`src/rtl/packet_egress_merger.sv`:
```
// packet_egress_merger
// Packs NUM_LANES narrow packet streams into one wide AXI4-Stream. Lanes are
// served round-robin one whole packet at a time, and each beat is tagged with
// its source lane on tdest.
//
// state   | meaning
// --------+------------------------------------------------------------
// IDLE    | no lane granted; pick the next valid lane from rr_ptr onward
// COLLECT | granted lane streams bytes into the pack register until tlast
module packet_egress_merger #(
  parameter int AXI_WIDTH  = 64,
  parameter int LANE_WIDTH = 8,
  parameter int NUM_LANES  = 8,
  localparam int BYTES_PER_BEAT = AXI_WIDTH / LANE_WIDTH,
  localparam int DEST_WIDTH     = (NUM_LANES > 2) ? $clog2(NUM_LANES) : 1
) (
  input  logic                                 clk_i,
  input  logic                                 rst_i,
  input  logic [NUM_LANES-1:0][LANE_WIDTH-1:0] lane_tdata_i,
  input  logic [NUM_LANES-1:0]                 lane_tvalid_i,
  input  logic [NUM_LANES-1:0]                 lane_tlast_i,
  output logic [NUM_LANES-1:0]                 lane_tready_o,
  output logic [AXI_WIDTH-1:0]                 m_tdata_o,
  output logic [BYTES_PER_BEAT-1:0]            m_tkeep_o,
  output logic                                 m_tvalid_o,
  input  logic                                 m_tready_i,
  output logic                                 m_tlast_o,
  output logic [DEST_WIDTH-1:0]                m_tdest_o,
  output logic [31:0]                          pkt_count_o
);

  localparam int CNT_WIDTH = (BYTES_PER_BEAT > 1) ? $clog2(BYTES_PER_BEAT) : 1;
  localparam logic [CNT_WIDTH-1:0]  LAST_SLOT = CNT_WIDTH'(BYTES_PER_BEAT - 1);
  localparam logic [DEST_WIDTH-1:0] LAST_LANE = DEST_WIDTH'(NUM_LANES - 1);

  typedef enum logic {IDLE, COLLECT} state_t;

  state_t                                     state, state_nxt;
  logic [DEST_WIDTH-1:0]                      grant, grant_nxt;
  logic [DEST_WIDTH-1:0]                      rr_ptr, rr_ptr_nxt;
  logic [CNT_WIDTH-1:0]                       pack_cnt;
  logic [BYTES_PER_BEAT-1:0][LANE_WIDTH-1:0]  pack_reg;
  logic                                       out_free, accept, acc_last, flush;
  logic [LANE_WIDTH-1:0]                      acc_byte;
  logic [AXI_WIDTH-1:0]                       beat_data;
  logic [BYTES_PER_BEAT-1:0]                  beat_keep;
  logic                                       found;
  int                                         idx;

  // Next-state and round-robin grant search starting at rr_ptr.
  always_comb begin
    state_nxt  = state;
    grant_nxt  = grant;
    rr_ptr_nxt = rr_ptr;
    found      = 1'b0;
    idx        = 0;
    case (state)
      IDLE: begin
        for (int i = 0; i < NUM_LANES; i++) begin
          idx = int'(rr_ptr) + i;
          if (idx >= NUM_LANES) idx = idx - NUM_LANES;
          if (!found && lane_tvalid_i[DEST_WIDTH'(idx)]) begin
            found     = 1'b1;
            grant_nxt = DEST_WIDTH'(idx);
          end
        end
        if (found) state_nxt = COLLECT;
      end
      COLLECT: begin
        if (accept && acc_last) begin
          state_nxt  = IDLE;
          rr_ptr_nxt = (grant == LAST_LANE) ? '0 : grant + 1'b1;
        end
      end
      default: state_nxt = IDLE;
    endcase
  end

  // Lane handshake: only the granted lane, and only when the output register can take a beat.
  always_comb begin
    out_free      = !m_tvalid_o || m_tready_i;
    acc_byte      = lane_tdata_i[grant];
    acc_last      = lane_tlast_i[grant];
    accept        = (state == COLLECT) && lane_tvalid_i[grant] && out_free;
    flush         = accept && (acc_last || (pack_cnt == LAST_SLOT));
    lane_tready_o = '0;
    if ((state == COLLECT) && out_free) lane_tready_o[grant] = 1'b1;
  end

  // Beat image on flush: stored slots below pack_cnt, the incoming byte at pack_cnt, zeros above.
  always_comb begin
    beat_data = '0;
    beat_keep = '0;
    for (int s = 0; s < BYTES_PER_BEAT; s++) begin
      if (s < int'(pack_cnt)) begin
        beat_data[s*LANE_WIDTH +: LANE_WIDTH] = pack_reg[s];
        beat_keep[s] = 1'b1;
      end else if (s == int'(pack_cnt)) begin
        beat_data[s*LANE_WIDTH +: LANE_WIDTH] = acc_byte;
        beat_keep[s] = 1'b1;
      end
    end
  end

  // FSM state, current grant and round-robin pointer.
  always_ff @(posedge clk_i or posedge rst_i) begin
    if (rst_i) begin
      state  <= IDLE;
      grant  <= '0;
      rr_ptr <= '0;
    end else begin
      state  <= state_nxt;
      grant  <= grant_nxt;
      rr_ptr <= rr_ptr_nxt;
    end
  end

  // Pack register: stale slots are never read, since beat assembly masks by pack_cnt.
  always_ff @(posedge clk_i or posedge rst_i) begin
    if (rst_i) begin
      pack_cnt <= '0;
      pack_reg <= '0;
    end else if (flush) begin
      pack_cnt <= '0;
    end else if (accept) begin
      pack_reg[pack_cnt] <= acc_byte;
      pack_cnt           <= pack_cnt + 1'b1;
    end
  end

  // Output register: loads on flush, drops valid after a handshake with nothing new to send.
  always_ff @(posedge clk_i or posedge rst_i) begin
    if (rst_i) begin
      m_tvalid_o <= 1'b0;
      m_tdata_o  <= '0;
      m_tkeep_o  <= '0;
      m_tlast_o  <= 1'b0;
      m_tdest_o  <= '0;
    end else if (flush) begin
      m_tvalid_o <= 1'b1;
      m_tdata_o  <= beat_data;
      m_tkeep_o  <= beat_keep;
      m_tlast_o  <= acc_last;
      m_tdest_o  <= grant;
    end else if (m_tready_i) begin
      m_tvalid_o <= 1'b0;
    end
  end

  // Count packets whose final beat has been handed off downstream.
  always_ff @(posedge clk_i or posedge rst_i) begin
    if (rst_i) pkt_count_o <= '0;
    else if (m_tvalid_o && m_tready_i && m_tlast_o) pkt_count_o <= pkt_count_o + 32'd1;
  end

endmodule

```
`config.mk`:
```
export PLATFORM = sky130hd
export DESIGN_NAME = packet_egress_merger
export DESIGN_NICKNAME = d
export VERILOG_FILES = /design/src/rtl/packet_egress_merger.sv
export SDC_FILE = /design/constraint.sdc
export NUM_CORES = 1
export LEC_CHECK = 0
export ABC_AREA = 1
export CORE_AREA = 2 2 143 145
export CTS_BUF_LIST = sky130_fd_sc_hd__clkbuf_4 sky130_fd_sc_hd__clkbuf_8 sky130_fd_sc_hd__clkbuf_16
export DETAILED_ROUTE_END_ITERATION = 10
export DIE_AREA = 0 0 145 147
export PLACE_DENSITY_LB_ADDON = 0.3
export SYNTH_ARGS = -nofsm -noshare
export SYNTH_HDL_FRONTEND = slang
export SYNTH_SLANG_ARGS = --single-unit
```
`constraint.sdc`:
```
create_clock -name clk_i -period 5.7 [get_ports clk_i]
set_input_delay 1.14 -clock clk_i [delete_from_list [all_inputs] [get_ports clk_i]]
set_output_delay 1.14 -clock clk_i [all_outputs]
set_load 0.1 [all_outputs]
```
# Yosys cells after proc, flatten, opt, wreduce, memory -nomap -nowiden
# Index checks and enable logic that the tools add are counted.
[word_totals]
regBits = 183
inputBits = 83
output_inout_bits = 117
wordCells = 221
[classes]
add_sub_neg = 18
magnitude_cmp = 27
n_eq_ne = 9
mux = 114
bitwise_logic = 2
reduce_logical = 33
[ops]
columns = ["op", "count"]
rows = [
  ["$mux 8", 18],
  ["$mux 3", 27],
  ["$bwmux 64", 1],
  ["$mux 1", 54],
  ["$lt 3x5->1 const B", 8],
  ["$add 32x1->32 const B", 1],
  ["$bmux 1 s3", 10],
  ["$ge 4x4->1 const B", 7],
  ["$bmux 8 s3", 1],
  ["$demux 8 s3", 1],
  ["$sub 3x1->3 const B", 8],
  ["$add 3x3->4 const B", 4],
  ["$logic_and 1x1->1", 16],
  ["$eq 3x3->1 const A", 4],
  ["$lt 3x3->1 const A", 3],
  ["$add 3x2->4 const B", 2],
  ["$logic_not 1->1", 8],
  ["$lt 3x4->1 const B", 2],
  ["$reduce_bool 8->1", 1],
  ["$add 3x1->3 const B", 2],
  ["$eq 2x3->1 const A", 2],
  ["$eq 3x3->1 const B", 2],
  ["$ge 3x1->1 const B", 2],
  ["$lt 1x3->1 const A", 2],
  ["other kinds (11)", 17],
]

# Longest topological paths before layout
[logic_depth]
ltp_word = 38
mapped_depth = 20

# Worst setup path after synthesis
# No wires, ideal clock.
[synth_timing]
path_type = "input-to-output"
startpoint = "input port m_tready_i"
endpoint = "output port lane_tready_o[0]"
arrival_ns = 2.766
path_slack_ns = 1.794
stages = 4
cell_sequence = "inv_1 a21oi_1 inv_1 nor2_1"
[synth_via]
elab_chain_len = 3
[synth_rtl]
columns = ["element", "line_no", "text"]
rows = [
  ["from (decl)", "26", "input logic m_tready_i,"],
  ["$logic_or 1x1->1", "81", "out_free = !m_tvalid_o || m_tready_i;"],
  ["$logic_and 1x1->1", "87", "if ((state == COLLECT) && out_free) lane_tready_o[grant] = 1'b1;"],
  ["$mux 8", "87", ""],
  ["to (decl)", "22", "output logic [NUM_LANES-1:0] lane_tready_o,"],
]
# No other way between the ends.

# Worst setup path after layout
[layout_timing]
startpoint = "input port m_tready_i"
endpoint = "output port lane_tready_o[1]"
# Same word-level chain as after synthesis.

==> results_dict.tcl <==
set metrics [dict create \
    hold_buffers 0 \
    clk_latency_ns 0.43 \
    dr_wl_met2_um 11900 \
    rrSetupSlack_ns 2.77 \
    antenna_cells 0 \
    cts_made_buffers 17 \
    row_count 52 \
    maxUsedRoutingLayer "met4" \
    numClockSinks 175 \
    grt_pass1_vias 7791 \
    async_reset_ff_share_pct 100 \
    grt_usage_pct 23.9 \
    reg2reg_to "grant[2]" \
    slew_headroom_pct 30.5 \
    fin_tns_setup_ns 0 \
    slew_violations 0 \
    port_buffers 199 \
    cp-end-kind "output pin" \
    ys_ff_latch 175 \
    clock.fmax_mhz 260 \
    first_iter_violations 680 \
    drive_gt1_share_pct 8.40 \
    r2r_cells 16 \
    min_from "m_tkeep_o[0]" \
    synth_edf_count 0 \
    synth_top_family_by_area "simple AND/OR/NAND/NOR gates" \
    grt_max_degree 176 \
    start_kind "primary input" \
    cts_resized 0 \
    finalHoldViolations 0 \
    fin_crit_ns 3.84 \
    antenna_found_initial 0 \
    wl_um 25200 \
    grt_first_pass_wirelength_um 41000 \
    post-route-period-util_pct 67.4 \
    htreeDepth 4 \
    status "completed" \
    syn_avg_cell_area_um2 8.28 \
    worst_pin_slew_ns 1.04 \
    worstSetupPathType "primary input to output pin" \
    synth_compound_area_share_pct 13.3 \
    ctsRootBufferMaster "clkbuf_16" \
    hold_end "m_tkeep_o[0]" \
    place_hpwl_um 17700 \
    global_route.overflow_total 0 \
    postCtsSetupBuffers 0 \
    initial_core_util_pct 45.3 \
    holdWs_ns 0.466 \
    drt.antenna.violating_nets 0 \
    drc 0 \
    syn-instance-count 1085 \
    required_ns 4.56 \
    fin_ws_ns 1.86 \
    synth_mux_area_share_pct 0 \
    synth_area_mm2 0.00898 \
    rsz0062_at_grt "false" \
    ys_types 45 \
    syn-num-nets 1180 \
    fin_nets 1368 \
    cp_max_fo 8 \
    ios 200 \
    largest_register_ffs 64 \
    die_w_um 145 \
    final_util_pct 59.2 \
    vias 8117 \
    synth_seq_area_share_pct 48.7 \
    min_path_cells 1 \
    die_area_mm2 0.0213 \
    synth-main-ff-cell "dfrtp_1" \
    met3_wirelength_um 1400 \
    firstDrtPassIters 6 \
    regToRegStartpoint "rr_ptr[0]" \
    core_region_area_mm2 0.0198 \
    place_ws_ns 1.90 \
    cp.arrival_ns 2.70 \
    yosysWarnings 0 \
    setup_viol 0 \
    syn_to_final_growth_pct 30.8 \
    place.gp.congestion 0.891 \
    cts_buffer_depth 2 \
    drv_cap 0 \
    skew_ns 0.0153 \
    routedLengthMet1_um 11400 \
    synth_xor_xnor_area_share_pct 3.02 \
    hold_class "flop to flop" \
    synth-adder-area-share_pct 1.67 \
    via_per_inst 5.22 \
    die_h_um 147 \
    clk_pin_slew_worst_paths_ns 0.06 \
    wl_per_cell_um 16.2 \
    synthSimpleGateAreaFrac_pct 26.3 \
    cts_tree "built" \
]
==> cell type report <==
| class | instances | area, um2 |
|---|---|---|
| Tap cell | 270 | 338 |
| Timing Repair Buffer | 202 | 2010 |
| Clock inverter | 12 | 149 |
| Clock buffer | 20 | 460 |
| Sequential cell | 175 | 4380 |
| Fill cell | 1751 | 8100 |
| Multi-Input combinational cell | 762 | 3980 |
| Inverter | 115 | 435 |
==> per-layer routing <==
metal / vias up / track usage, %
li1: 3940 / -
met1: 3878 / 32.9
met2: 264 / 38.6
met3: 35 / 5.03
met4: 0 / 6.53
met5: - / 0
==> through the flow <==
stage,cell area (um2),std cells
global route,11700,1556
CTS,11700,1556
finish,11700,1556
detailed placement,11100,1524
global placement,11100,1524
floorplan,8990,1085
==> logic make-up (layout without fill, tap and decap cells) <==
kind of cell    count (synthesis)  after routing
compound gates                191            191
xor+xnor                       31             31
fa+ha+maj                      12             12
buf+inv                       148            349
flops                         175            175
simple gates                  528            528
==> Yosys cell counts (all sizes together) (19+ instances only) <==
library cell	count	area [um2]
a22o	19	166
a31oi	26	163
buf	24	161
dfrtp	175	4380
inv	113	424
nand2	340	1300
nand3	71	390
nand4	19	179
nor2	77	354
o21ai	112	624
xor2	23	201
==> placed cells by master, fill, tap and decap left out, drive strengths merged, types with 11 or more instances in the layout <==
master         netlist  final
a22o                19     19
a31oi               26     26
buf                 24     11
clkbuf               9     20
clkdlybuf4s50        0    191
dfrtp              175    175
ha                  12     12
inv                113    119
nand2              340    340
nand3               71     71
nand4               19     19
nor2                77     77
nor3                12     12
o21ai              112    112
xor2                23     23
==> worst max-delay path: stages <==
cell and delay [ns]:
clkdlybuf4s50_1 0.50, inv_1 0.06, a21oi_1 0.33, inv_1 0.21, nor2_1 0.15, buf_4 0.31
==> worst max-delay path by stage <==
| stage | start | slack [ns] | endpoint |
|---|---|---|---|
| 5_1_grt | m_tready_i | 1.80 | lane_tready_o[1] |
| 2_1_floorplan | m_tready_i | 1.79 | lane_tready_o[0] |
| 3_3_place_gp | m_tready_i | 1.94 | lane_tready_o[4] |
| 4_1_cts | m_tready_i | 1.89 | lane_tready_o[1] |
| 3_5_place_dp | m_tready_i | 1.90 | lane_tready_o[1] |
| 6_report | m_tready_i | 1.86 | lane_tready_o[1] |
Power is left out: the tool's default activity adds up to more than one toggle a clock period on the data nets, which glitch-free logic cannot reach.
